$ cat src/rtl/scoreboard_if.sv
// Issue, writeback and load-return signals into the scoreboard, plus its status outputs.
interface scoreboard_if;
  logic        iss0_valid;
  logic        iss1_valid;
  logic [4:0]  iss0_rd;
  logic [4:0]  iss1_rd;
  logic        iss0_reg_write;
  logic        iss1_reg_write;
  logic        iss0_is_load;
  logic        iss1_is_load;
  logic        wb0_valid;
  logic        wb1_valid;
  logic [4:0]  wb0_rd;
  logic [4:0]  wb1_rd;
  logic        ld_done_valid;
  logic [4:0]  ld_done_rd;
  logic        clear_all;
  logic [31:0] busy_vec;
  logic [31:0] load_pending_vec;
  logic        sb_err;

  modport master (
    output iss0_valid, iss1_valid, iss0_rd, iss1_rd, iss0_reg_write, iss1_reg_write,
           iss0_is_load, iss1_is_load, wb0_valid, wb1_valid, wb0_rd, wb1_rd,
           ld_done_valid, ld_done_rd, clear_all,
    input  busy_vec, load_pending_vec, sb_err
  );

  modport slave (
    input  iss0_valid, iss1_valid, iss0_rd, iss1_rd, iss0_reg_write, iss1_reg_write,
           iss0_is_load, iss1_is_load, wb0_valid, wb1_valid, wb0_rd, wb1_rd,
           ld_done_valid, ld_done_rd, clear_all,
    output busy_vec, load_pending_vec, sb_err
  );
endinterface

$ cat src/rtl/scoreboard.sv
// Dual-issue register scoreboard: per-register in-flight writer counts and pending-load bits.
module scoreboard #(
  parameter int unsigned CNT_W = 2
) (
  input logic         clk,
  input logic         rst_n,
  scoreboard_if.slave sb
);

  localparam int unsigned SumW = CNT_W + 2;
  typedef logic signed [SumW-1:0] sum_t;
  localparam sum_t CntMax = sum_t'((2 ** CNT_W) - 1);

  logic [CNT_W-1:0] cnt_q [1:31];
  logic [CNT_W-1:0] cnt_d [1:31];
  logic [31:0]      lp_q, lp_d;
  logic             err_q, err_d;
  logic [31:1]      iss0_hit, iss1_hit, wb0_hit, wb1_hit, ld_hit, load_set;
  logic [31:0]      busy;

  always_comb begin
    for (int r = 1; r < 32; r++) begin
      iss0_hit[r] = sb.iss0_valid && sb.iss0_reg_write && (sb.iss0_rd == 5'(r));
      iss1_hit[r] = sb.iss1_valid && sb.iss1_reg_write && (sb.iss1_rd == 5'(r));
      wb0_hit[r]  = sb.wb0_valid && (sb.wb0_rd == 5'(r));
      wb1_hit[r]  = sb.wb1_valid && (sb.wb1_rd == 5'(r));
      ld_hit[r]   = sb.ld_done_valid && (sb.ld_done_rd == 5'(r));
      load_set[r] = (iss0_hit[r] && sb.iss0_is_load) || (iss1_hit[r] && sb.iss1_is_load);
    end
  end

  always_comb begin
    sum_t sum;
    sum   = '0;
    err_d = err_q;
    lp_d  = '0;
    for (int r = 1; r < 32; r++) begin
      sum = sum_t'({2'b00, cnt_q[r]}) + sum_t'(iss0_hit[r]) + sum_t'(iss1_hit[r])
            - sum_t'(wb0_hit[r]) - sum_t'(wb1_hit[r]);
      if (sum[SumW-1]) begin
        cnt_d[r] = '0;
        err_d    = 1'b1;
      end else if (sum > CntMax) begin
        cnt_d[r] = '1;
        err_d    = 1'b1;
      end else begin
        cnt_d[r] = sum[CNT_W-1:0];
      end
      // A load issuing now is younger than any returning load, so set beats clear.
      if (load_set[r])    lp_d[r] = 1'b1;
      else if (ld_hit[r]) lp_d[r] = 1'b0;
      else                lp_d[r] = lp_q[r];
      if (cnt_d[r] == '0) lp_d[r] = 1'b0;
    end
    // Restart drops every simultaneous event, including any error it would raise.
    if (sb.clear_all) begin
      for (int r = 1; r < 32; r++) cnt_d[r] = '0;
      lp_d  = '0;
      err_d = err_q;
    end
  end

  always_ff @(posedge clk or negedge rst_n) begin
    if (!rst_n) begin
      for (int r = 1; r < 32; r++) cnt_q[r] <= '0;
      lp_q  <= '0;
      err_q <= 1'b0;
    end else begin
      cnt_q <= cnt_d;
      lp_q  <= lp_d;
      err_q <= err_d;
    end
  end

  always_comb begin
    busy = '0;
    for (int r = 1; r < 32; r++) busy[r] = |cnt_q[r];
    sb.busy_vec         = busy;
    sb.load_pending_vec = lp_q & busy;
    sb.sb_err           = err_q;
  end

endmodule

$ cat src/flat_wrapper.sv
// flat-port wrapper written by rule: the top's interface ports become plain ports
module scoreboard_flat 
#(
  parameter int unsigned CNT_W = 2
)
  (clk, rst_n, sb_iss0_valid, sb_iss1_valid, sb_iss0_rd, sb_iss1_rd, sb_iss0_reg_write, sb_iss1_reg_write, sb_iss0_is_load, sb_iss1_is_load, sb_wb0_valid, sb_wb1_valid, sb_wb0_rd, sb_wb1_rd, sb_ld_done_valid, sb_ld_done_rd, sb_clear_all, sb_busy_vec, sb_load_pending_vec, sb_sb_err);
  scoreboard_if sb_i ();
  input logic clk;
  input logic rst_n;
  input wire logic [$bits(sb_i.iss0_valid)-1:0] sb_iss0_valid;
  input wire logic [$bits(sb_i.iss1_valid)-1:0] sb_iss1_valid;
  input wire logic [$bits(sb_i.iss0_rd)-1:0] sb_iss0_rd;
  input wire logic [$bits(sb_i.iss1_rd)-1:0] sb_iss1_rd;
  input wire logic [$bits(sb_i.iss0_reg_write)-1:0] sb_iss0_reg_write;
  input wire logic [$bits(sb_i.iss1_reg_write)-1:0] sb_iss1_reg_write;
  input wire logic [$bits(sb_i.iss0_is_load)-1:0] sb_iss0_is_load;
  input wire logic [$bits(sb_i.iss1_is_load)-1:0] sb_iss1_is_load;
  input wire logic [$bits(sb_i.wb0_valid)-1:0] sb_wb0_valid;
  input wire logic [$bits(sb_i.wb1_valid)-1:0] sb_wb1_valid;
  input wire logic [$bits(sb_i.wb0_rd)-1:0] sb_wb0_rd;
  input wire logic [$bits(sb_i.wb1_rd)-1:0] sb_wb1_rd;
  input wire logic [$bits(sb_i.ld_done_valid)-1:0] sb_ld_done_valid;
  input wire logic [$bits(sb_i.ld_done_rd)-1:0] sb_ld_done_rd;
  input wire logic [$bits(sb_i.clear_all)-1:0] sb_clear_all;
  output wire logic [$bits(sb_i.busy_vec)-1:0] sb_busy_vec;
  output wire logic [$bits(sb_i.load_pending_vec)-1:0] sb_load_pending_vec;
  output wire logic [$bits(sb_i.sb_err)-1:0] sb_sb_err;
  assign sb_i.iss0_valid = sb_iss0_valid;
  assign sb_i.iss1_valid = sb_iss1_valid;
  assign sb_i.iss0_rd = sb_iss0_rd;
  assign sb_i.iss1_rd = sb_iss1_rd;
  assign sb_i.iss0_reg_write = sb_iss0_reg_write;
  assign sb_i.iss1_reg_write = sb_iss1_reg_write;
  assign sb_i.iss0_is_load = sb_iss0_is_load;
  assign sb_i.iss1_is_load = sb_iss1_is_load;
  assign sb_i.wb0_valid = sb_wb0_valid;
  assign sb_i.wb1_valid = sb_wb1_valid;
  assign sb_i.wb0_rd = sb_wb0_rd;
  assign sb_i.wb1_rd = sb_wb1_rd;
  assign sb_i.ld_done_valid = sb_ld_done_valid;
  assign sb_i.ld_done_rd = sb_ld_done_rd;
  assign sb_i.clear_all = sb_clear_all;
  assign sb_busy_vec = sb_i.busy_vec;
  assign sb_load_pending_vec = sb_i.load_pending_vec;
  assign sb_sb_err = sb_i.sb_err;
  scoreboard #(.CNT_W(CNT_W)) u_core (.clk(clk), .rst_n(rst_n), .sb(sb_i));
endmodule
$ cat config.mk
export PLATFORM = sky130hd
export DESIGN_NAME = scoreboard_flat
export DESIGN_NICKNAME = d
export VERILOG_FILES = /design/src/rtl/scoreboard_if.sv /design/src/rtl/scoreboard.sv /design/src/flat_wrapper.sv
export SDC_FILE = /design/constraint.sdc
export NUM_CORES = 1
export LEC_CHECK = 0
export BUFFER_PORTS_ARGS = -buffer_cell sky130_fd_sc_hd__clkbuf_2
export CORE_UTILIZATION = 30
export CTS_CLUSTER_DIAMETER = 40
export DETAILED_ROUTE_END_ITERATION = 8
export PLACE_DENSITY_LB_ADDON = 0.25
export SLEW_MARGIN = 20
export SYNTH_ARGS = -nofsm -noshare
export SYNTH_HDL_FRONTEND = slang
export SYNTH_SLANG_ARGS = --single-unit
$ cat constraint.sdc
create_clock -name clk -period 3.2 [get_ports clk]
set_input_delay 0.8 -clock clk [delete_from_list [all_inputs] [get_ports clk]]
set_output_delay 0.8 -clock clk [all_outputs]
set_load 0.02 [all_outputs]
==> results of run 1 <==
## power groups by stage
stage | registers (mW) | clock network, mW | logic [mW]
after floorplan | 1.27 | 0 | 0.458
after global placement | 1.28 | 0 | 0.817
after detailed placement | 1.28 | 0 | 0.824
after CTS | 1.26 | 1.38 | 0.998
after global routing | 1.26 | 1.42 | 1.17
final | 1.26 | 1.35 | 1.08
## cell families (layout without fill, tap and decap cells)
group | count (synthesis) | count (layout) | share of synthesized area
buffers and inverters | 219 | 547 | 0.0901
AO/OA/AOI/OAI | 129 | 129 | 0.0930
adder cells (fa/ha/maj) | 217 | 217 | 0.331
AND/OR/NAND/NOR | 395 | 395 | 0.213
other | 1 | 3 | 0.000390
XOR/XNOR | 31 | 31 | 0.0282
flip-flops | 94 | 94 | 0.244
## critical path: stages
cell      delay [ps]
buf_8            100
nand3b_1         250
or3_4            440
nor2_4           160
ha_4             220
inv_2             60
fa_2             410
inv_2             80
ha_4             130
ha_4             120
inv_2             30
fa_2             600
nand4_1          240
nor4_4           440
and3_1           210
a32oi_1           90
## layer usage
| metal | global-route usage | wire, µm | up-vias |
|---|---|---|---|
| li1 | - | - | 4182 |
| met1 | 0.293 | 15700 | 4497 |
| met2 | 0.376 | 17600 | 257 |
| met3 | 0.0415 | 2060 | 70 |
| met4 | 0.0692 | 998 | 6 |
| met5 | 0 | 68 | - |
## state kept, by name (all words and copies together) (netlist names)
name,cells
u_core.lp_q,31
u_core.cnt_q,62
u_core.sb.sb_err,1
## layout make-up
type | instances | area [µm²]
Clock buffer | 11 | 233
Timing Repair Buffer | 340 | 2550
Multi-Input combinational cell | 774 | 8550
Clock inverter | 4 | 120
Sequential cell | 94 | 2350
Antenna cell | 1 | 2.50
Fill cell | 2945 | 16500
Inverter | 192 | 723
Tap cell | 402 | 503
## what timing repair did
| item | CTS | global route |
|---|---|---|
| setup buffers | 37 | 17 |
| endpoints found under the setup margin | 94 | 94 |
| pin swaps | 67 | 86 |
| gates resized for setup | 291 | 135 |
## metrics by stage
stage               total power [mW]   util  hold slack [ps]
floorplan                       1.72      -              500
CTS                             3.64  0.452              464
global route                    3.85  0.476              472
finish                          3.69  0.476              434
detailed placement              2.10  0.391              541
global placement                2.09  0.391              540
## worst max path at each step
stage	start	endpoint
6_report	sb_iss0_rd[4]	u_core.sb.sb_err$_DFFE_PN0P_
2_1_floorplan	sb_iss0_rd[4]	u_core.sb.sb_err$_DFFE_PN0P_
4_1_cts	sb_iss0_rd[4]	u_core.sb.sb_err$_DFFE_PN0P_
5_1_grt	sb_iss0_rd[4]	u_core.sb.sb_err$_DFFE_PN0P_
3_3_place_gp	sb_iss0_rd[4]	u_core.sb.sb_err$_DFFE_PN0P_
3_5_place_dp	sb_iss0_rd[4]	u_core.sb.sb_err$_DFFE_PN0P_
## layout by cell type, fill, tap and decap left out, types with 15 or more instances in the layout
cell type,count
nand2b_1,16
a21oi_2,19
nor2_1,95
dfrtp_1,94
fa_1,15
o221ai_1,16
or2_2,35
inv_1,128
inv_2,63
fa_2,47
o21ai_0,28
and2_1,31
buf_4,211
ha_4,58
o21a_1,17
clkbuf_2,91
nor2b_4,22
ha_1,95
nor2_4,17
nand2_1,26
buf_6,25
==> results.md, run 1 <==
* Number of max-cap violations at 0
* Synth cell types at 51
* Ratio of cells with drive above 1 in the final layout at 0.531
* Clk_lat worst skew at 370 ps
* Antenna Nets Post-Route at 0
* Reg power frac at 0.341
* Routed WL at 36,400 µm
* Cts hold-fix bufs at 0
* Most frequent cell after synthesis: inv_1
* Syn Area/Cell at 8.86 µm²
* Worst-margin pin slew at 626 ps
* Pwr Density at 245 nW/µm²
* R2r startpoint: u_core.cnt_q[26]$_DFF_PN0_
* Final Hold Viols at 0
* Crit path max fanout at 4
* Std-Cell Core Area at 31,600 µm²
* Most used flip-flop cell after synthesis: dfrtp_1
* Global-route wire length before repair at 54,800 µm
* Post-DP HPWL at 28,700 µm
* Cells taking the most area after synthesis: dfrtp_1 24%, ha_1 20%, fa_1 13%, inv_1 7.5%, nor2_1 4.9%
* Cell taking the most area after synthesis: dfrtp_1
* Non-Filler Instances at 1,818
* # H-tree levels at 3
* DRC violations left at 0
* Mapped Cells at 1,086
* FF-to-FF setup slack at -170 ps
* Fin area at 15,000 µm²
* Logic gate share of total power at 0.293
* YS warnings at 0
* Total CTS buffers at 9
* CTS tree: built
* Status: finished with violations
* VDD IR-drop max at 0.000252 V
* CP Launch Type: input port
* Type of destination of the critical path: register
* Internal at 2.54 mW
* Crit Reg-Reg Endpoint: u_core.sb.sb_err$_DFFE_PN0P_
* Vias at 9,012
* Clock network fraction of total power at 0.366
* DIE WIDTH at 181 µm
* Final setup margin at -974 ps
* # rows at 65
* PortBufs at 99
* Async S/R FF share, synth at 1.00
* Post-layout nets at 1,665
* Fmax at 240 MHz
* Data required, critical path at 3430 ps
* Max Clock Skew at 15.7 ps
* Die Y at 181 µm
* Min Clock Period, post-route at 4170 ps
* Top post-synthesis cells by count: 192 x inv_1, 155 x ha_1, 126 x nor2_1
* RSZ-0062 raised after global routing: yes
* Area grow syn2layout at 56.2%
* Total I/O pin count at 102
* Min-Delay Path Class: input port to asynchronous set/reset pin
* Via/cell ratio at 4.96
* Initial DRC count at 514
* Period utilisation layout at 1.30
* Starting Density at 0.305
* Vias in the first global route at 9,455
* Leakage at 7.31 nW
* Synth top area share at 0.244
* EDFF count, synth at 0
* Sw Ratio at 0.312
* FF+latch count, synth at 94
* Overall routing resource usage at 0.225
* Worst Reg-to-Reg Cells at 12
* Pin count of the biggest net entering global routing at 55
* Setup CP Type: input port to register
* Register area share after synthesis at 0.244
* Bufs on Longest Clock Path at 2
* Setup violators final at 81
* GPL Wtd Cong at 0.971
* DP Area at 12,400 µm²
* CTS root buf: clkbuf_16
* Failing checks: setup timing
* Router iterations before antenna repair at 5
* Critical path arrival at 4400 ps
* Slew margin rel. at 0.583
* Placed insts at 1,758
* Routed len/inst at 20.0 µm
* Initial antenna violation count at 3
* Mapped Area at 9620 µm²
* Place WS at -1600 ps
* Setup TNS at -19,790 ps
* Slew Limit Fails at 0
* Grt ovf at 0
* Die area at 32,800 µm²
* CTS clk-pin slew, worst paths at 70 ps
* Clock sink total at 94
* Switch Pwr at 1.15 mW
No activity file was read; power rests on OpenSTA's default activity.
==> run 2: changes to the inputs <==
Settings changed: PLACE_DENSITY_LB_ADDON 0.25 to not set.
==> run 2 against run 1 <==
Critical path depth rose by 1. Core utilization rose by 0.60 points. Clock power shrank 16%. Non-clock buffer count rose by 3. The run still ends with setup timing left. Clock-buffer cell count up 2. Hold slack got worse by 14 ps. Sequential share of layout area decreased by 0.19 points. Cell area grew 1.3%. Combinational power is essentially flat. Global-route usage down 0.65 points. Largest power group is now sequential cells. Maximum frequency rose by 6.2%.
==> results.md, run 2 (synthesized netlist as in run 1, its figures left out) <==
* CTS tree: built
* Non-Filler Instances at 1,822
* Data required, critical path at 3420 ps
* Placed insts at 1,760
* Fmax at 254 MHz
* Overall routing resource usage at 0.218
* CP max-delay cell: or3_4
* Routed len/inst at 20.0 µm
* CP Buf/Inv Count at 4
* Max Clock Skew at 8.67 ps
* Final setup margin at -730 ps
* Die area at 32,800 µm²
* Vias at 9,172
* Hold WS at 420 ps
* Setup violators final at 84
* CP Launch Type: input port
* RSZ-0062 raised after global routing: yes
* PortBufs at 99
* Total I/O pin count at 102
* Number of max-cap violations at 0
* DRC violations left at 0
* Slew margin rel. at 0.533
* Starting Density at 0.305
* Die Y at 181 µm
* Global-route wire length before repair at 53,100 µm
* Most frequent cells in the layout: 202 x buf_4, 119 x inv_1, 94 x dfrtp_1, 93 x nor2_1, 93 x ha_1
* Critical-path cell list: buf_8 -> nand3b_1 -> or3_4 -> nor2_4 -> ha_1 -> inv_1 -> fa_1 -> inv_1 -> ha_1 -> ha_2 -> inv_1 -> fa_2 -> xor2_2 -> nor4_4 -> nand2_2 -> nor4_4 -> a32oi_1
* Max reg flops at 62
* Commonest non-fill, non-tap cell in the layout: buf_4
* Total CTS buffers at 9
* Setup CP Type: input port to register
* Router iterations before antenna repair at 5
* VDD IR-drop max at 0.000231 V
* Via/cell ratio at 5.03
* Initial DRC count at 506
* GPL Wtd Cong at 1.02
* Top reg by flops: u_core.cnt_q
* CTS clk-pin slew, worst paths at 70 ps
* Routed WL at 36,400 µm
* Vias in the first global route at 9,389
* Antenna Nets Post-Route at 0
* Min-Delay Path Class: input port to asynchronous set/reset pin
* Failing checks: setup timing
* Min Clock Period, post-route at 3930 ps
* Crit path max-delay family: simple AND/OR/NAND/NOR gates
* Slew Limit Fails at 0
* Type of destination of the critical path: register
* Post-layout nets at 1,668
* Area grow syn2layout at 58.2%
* Status: finished with violations
* Initial antenna violation count at 1
* Final Hold Viols at 0
* DIE WIDTH at 181 µm
* Ratio of cells with drive above 1 in the final layout at 0.551
* CP most frequent cell: inv_1
* Pwr Density at 230 nW/µm²
* CTS root buf: clkbuf_16
* Crit path max fanout at 3
* FILL cells at 2,867
* Leakage at 7.33 nW
* # H-tree levels at 3
* Worst-margin pin slew at 696 ps
* Std-Cell Core Area at 31,600 µm²
* Period utilisation layout at 1.23
* Multi-input logic area at 8710 µm²
* Clk_lat worst skew at 360 ps
* Slowest Stage Delay on Critical Path at 450 ps
* # rows at 65
* Critical path arrival at 4150 ps
* Grt ovf at 0
* Clock sink total at 94
* Pin count of the biggest net entering global routing at 45
* Reg area at 2350 µm²
* Bufs on Longest Clock Path at 2
* Post-DP HPWL at 28,300 µm
-- run 2: cell count changes in the layout (fill, tap and decap cells not counted), moves of 5 or more --
cell     change
buf_4        -9
buf_6       +12
inv_1        -9
inv_2        +8
nor2b_1      -5
nor2b_2      +8
xor2_2       -5
-- run 2: cell type report --
cell class	instances	area share
multi-input combinational	774	0.572
timing repair buffer	343	0.172
sequential	94	0.155
inverter	192	0.0477
tap	402	0.0330
clock buffer	13	0.0184
clock inverter	3	0.00164
antenna	1	0.000164
-- run 2: path summary, 6_finish.rpt --
path                                                 start                            to  slack (ps)  cells past startpoint
worst max-delay path                         sb_iss0_rd[4]  u_core.sb.sb_err$_DFFE_PN0P_        -730                     17
worst min-delay path                                 rst_n   u_core.lp_q[10]$_DFFE_PN0P_         420                      1
worst max register to register  u_core.cnt_q[48]$_DFF_PN0_  u_core.sb.sb_err$_DFFE_PN0P_           0                     13
worst min register to register  u_core.lp_q[2]$_DFFE_PN0P_    u_core.lp_q[2]$_DFFE_PN0P_         560                      2
max in group asynchronous                            rst_n   u_core.lp_q[23]$_DFFE_PN0P_        2070                      2
min in group clk                u_core.lp_q[2]$_DFFE_PN0P_    u_core.lp_q[2]$_DFFE_PN0P_         560                      2
-- run 2: per-layer routing --
metal  part of all wire  global-route usage  up-vias  routed length [µm]
li1                   -                   -     4198                   -
met1               0.41               0.279     4549               14900
met2               0.47               0.350      341               17100
met3              0.081              0.0566       84                2960
met4              0.040              0.0871        0                1470
met5                  0                   0        -                   0
-- run 2: what timing repair did --
action	in CTS	in global routing
pin swaps	67	103
buffers inserted	12	38
resized for setup	177	296
hold buffers	0	0
cloned	0	0
setup endpoints to repair	94	94
hold endpoints to repair	0	0
-- run 2: power by group --
group | switching (mW) | internal, mW
combinational | 0.625 | 0.483
clock | 0.510 | 0.618
sequential | 0.0300 | 1.23
total | 1.17 | 2.33
-- run 2: stage by stage --
step                 util  setup slack [ps]  TNS, ps  power, mW  cell area [µm²]
finish              0.482              -730   -19650       3.49            15200
global route        0.482              -844   -27130       3.66            15200
CTS                 0.430              -689   -18180       3.32            13600
detailed placement  0.392             -1480   -61510       2.10            12400
global placement    0.392             -1500   -58200       2.08            12400
floorplan               -              -529   -10210       1.72            10000
==> run 3: changes to the inputs <==
Settings changed: ABC_AREA set to 1.
==> run 3 against run 2 <==
Sequential power barely moved. Critical path depth up 8. Core utilization is 4.3 points lower. Global-route usage down 0.63 points. Setup slack better by 230 ps. Largest power group unchanged. The flow finishes with violations (DRC, setup timing). Largest cell class unchanged. Non-clock buffer count decreased by 18. Wire length down 0.16%. Flip-flop and latch count stayed put. Power is 4.4% lower. Highest routed layer unchanged. Clock skew is 1.9 ps higher. Sequential share of layout area grew 0.54 points.
==> results.md, run 3 <==
* Critical path origin: sb_iss0_rd[1]
* Type of destination of the critical path: register
* Setup violators final at 70
* Antenna Nets Post-Route at 0
* # diodes at 0
* Min Clock Period, post-route at 3700 ps
* PortBufs at 99
* Ratio of cells with drive above 1 in the final layout at 0.392
* Post-layout nets at 1,970
* Place WS at -1070 ps
* Status: finished with violations
* Die Y at 186 µm
* Clock network fraction of total power at 0.336
* Syn Area/Cell at 7.27 µm²
* Total I/O pin count at 102
* Vias at 10.2k
* Global-route wire length before repair at 54,500 µm
* Min-Delay Path Class: input port to asynchronous set/reset pin
* Die area at 34,700 µm²
* Router iterations before antenna repair at 7
* CTS root buf: clkbuf_16
* Most frequent cells in the layout: 310 x inv_1, 199 x buf_4, 196 x nand2_1, 161 x nor2_1, 115 x ha_1
* GPL Wtd Cong at 0.959
* Sw Ratio at 0.343
* Grt ovf at 0
* Async S/R FF share, synth at 1.00
* YS warnings at 0
* FF+latch count, synth at 94
* DP Area at 12,500 µm²
* Final setup margin at -501 ps
* DIE WIDTH at 186 µm
* CP max-delay cell: fa_2
* Period utilisation layout at 1.16
* Post-DP HPWL at 27,300 µm
* Hold WS at 492 ps
* Fin area at 14,700 µm²
* Cells taking the most area after synthesis: dfrtp_1 23%, ha_1 19%, inv_1 14%, fa_1 12%, nor2_1 8.1%
* Final Util at 0.440
* # H-tree levels at 3
* Most used flip-flop cell after synthesis: dfrtp_1
* RSZ-0062 raised after global routing: yes
* R2r startpoint: u_core.cnt_q[22]$_DFF_PN0_
* Synth cell types at 29
* DRC violations left at 2
* Reg area at 2350 µm²
* Slew margin rel. at 0.325
* Total Power at 3.34 mW
* FILL cells at 3,248
* Area grow syn2layout at 44.5%
* Top post-synthesis cells by count: 368 x inv_1, 220 x nor2_1, 210 x nand2_1
* Mapped Cells at 1,400
* Crit path max-delay family: adder cells
* Setup CP Type: input port to register
* EDFF count, synth at 0
* Max reg flops at 62
* VDD IR-drop max at 0.000270 V
* Cell taking the most area after synthesis: dfrtp_1
* Met2 WL at 17,600 µm
* Initial DRC count at 643
* Starting Density at 0.304
* Std-Cell Core Area at 33,400 µm²
* Clk_lat worst skew at 370 ps
* Placed insts at 2,100
* Most frequent cell after synthesis: inv_1
* Routed met1 length at 14,700 µm
* Leakage at 7.86 nW
* Pin count of the biggest net entering global routing at 95
* Data required, critical path at 3470 ps
* Slowest Stage Delay on Critical Path at 540 ps
* Bufs on Longest Clock Path at 2
* Slew Limit Fails at 0
* Internal at 2.20 mW
* Reg power frac at 0.380
* Pwr Density at 227 nW/µm²
* Setup TNS at -8980 ps
* Switch Pwr at 1.15 mW
* Critical path arrival at 3970 ps
* Fmax at 270 MHz
* Commonest non-fill, non-tap cell in the layout: inv_1
* Vias in the first global route at 10.3k
* Total CTS buffers at 9
* Logic gate share of total power at 0.284
* Initial antenna violation count at 0
* Crit path max fanout at 4
* Routed WL at 36,300 µm
* Routed len/inst at 16.7 µm
* Multi-input logic area at 7700 µm²
* Worst-margin pin slew at 1010 ps
* Non-Filler Instances at 2,169
* # rows at 67
* Mapped Area at 10,200 µm²
* Register area share after synthesis at 0.231
* Max Clock Skew at 10.5 ps
* Via/cell ratio at 4.69
* Top reg by flops: u_core.cnt_q
* Synth top area share at 0.231
* Uppermost layer routed: met4
* CTS clk-pin slew, worst paths at 70 ps
* Routed met3 length at 2660 µm
* CP Buf/Inv Count at 8
* Overall routing resource usage at 0.212
* CP Launch Type: input port
* Clock sink total at 94
* CTS tree: built
* Number of max-cap violations at 0
* Failing checks: DRC, setup timing
* Final Hold Viols at 0
==> run 3: changes by cell type in the layout (fill, tap and decap cells not counted), moves of 30 or more <==
| cell | previous run | this run |
|---|---|---|
| a21oi_2 | 19 | 49 |
| and2_1 | 31 | 0 |
| inv_1 | 119 | 310 |
| nand2_1 | 26 | 196 |
| nand3_1 | 11 | 42 |
| nor2_1 | 93 | 161 |
| o21ai_1 | 0 | 37 |
==> run 3: layout make-up <==
class,instances,share of cell area
clock inverter,4,0.00323
sequential,94,0.160
multi-input combinational,914,0.523
inverter,372,0.0963
tap,448,0.0381
timing repair buffer,325,0.163
clock buffer,12,0.0161
==> run 3: cell families (layout without fill, tap and decap cells) <==
kind of cell             Yosys count  count (layout)  share of synthesized area
XOR/XNOR                          11              11                    0.00946
adder cells (fa/ha/maj)          217             217                      0.312
other                              1               2                   0.000368
AND/OR/NAND/NOR                  521             521                      0.210
AO/OA/AOI/OAI                    163             163                     0.0876
buffers and inverters            393             713                      0.149
flip-flops                        94              94                      0.231
==> run 3: final timing paths <==
| kind | to | slack (ps) | cells past startpoint |
|---|---|---|---|
| setup reg to reg | u_core.sb.sb_err$_DFFE_PN0P_ | 110 | 17 |
| min in group clk | u_core.sb.sb_err$_DFFE_PN0P_ | 560 | 2 |
| hold / removal | u_core.cnt_q[42]$_DFF_PN0_ | 490 | 2 |
| max in group asynchronous | u_core.cnt_q[28]$_DFF_PN0_ | 2260 | 2 |
| hold reg to reg | u_core.sb.sb_err$_DFFE_PN0P_ | 560 | 2 |
| setup / recovery | u_core.sb.sb_err$_DFFE_PN0P_ | -500 | 25 |
==> run 3: what timing repair did <==
action / CTS / global route
resized for setup: 184 / 211
pin swaps: 63 / 82
setup endpoints to repair: 88 / 94
buffers inserted: 29 / 27
hold buffers: 0 / 0
==> run 3: power groups by stage <==
stage          Combinational [mW]  Clock, mW  Sequential [mW]
3_5_place_dp                0.765          0             1.29
4_1_cts                     0.849       1.14             1.27
2_1_floorplan               0.429          0             1.27
5_1_grt                      1.04       1.19             1.27
6_report                    0.949       1.12             1.27
3_3_place_gp                0.751          0             1.29
==> run 3: routing by layer <==
metal / global-route usage / up-vias
met4: 0.0705 / 0
met1: 0.262 / 4870
met2: 0.366 / 365
li1: - / 4848
met3: 0.0430 / 89
met5: 0 / -
==> run 3: worst reg2reg max path, cell delays in order, from the launching register on <==
cell and delay [ps]:
dfrtp_1 440, ha_4 290, inv_2 30, fa_1 350, ha_1 300, inv_1 70
ha_2 170, inv_2 40, fa_2 560, nand2_1 70, nor2_2 140, nand2_1 110
nor2_1 100, nand3_1 70, nor2_1 90, nand2_1 60, nand2_1 50, nand2_1 50
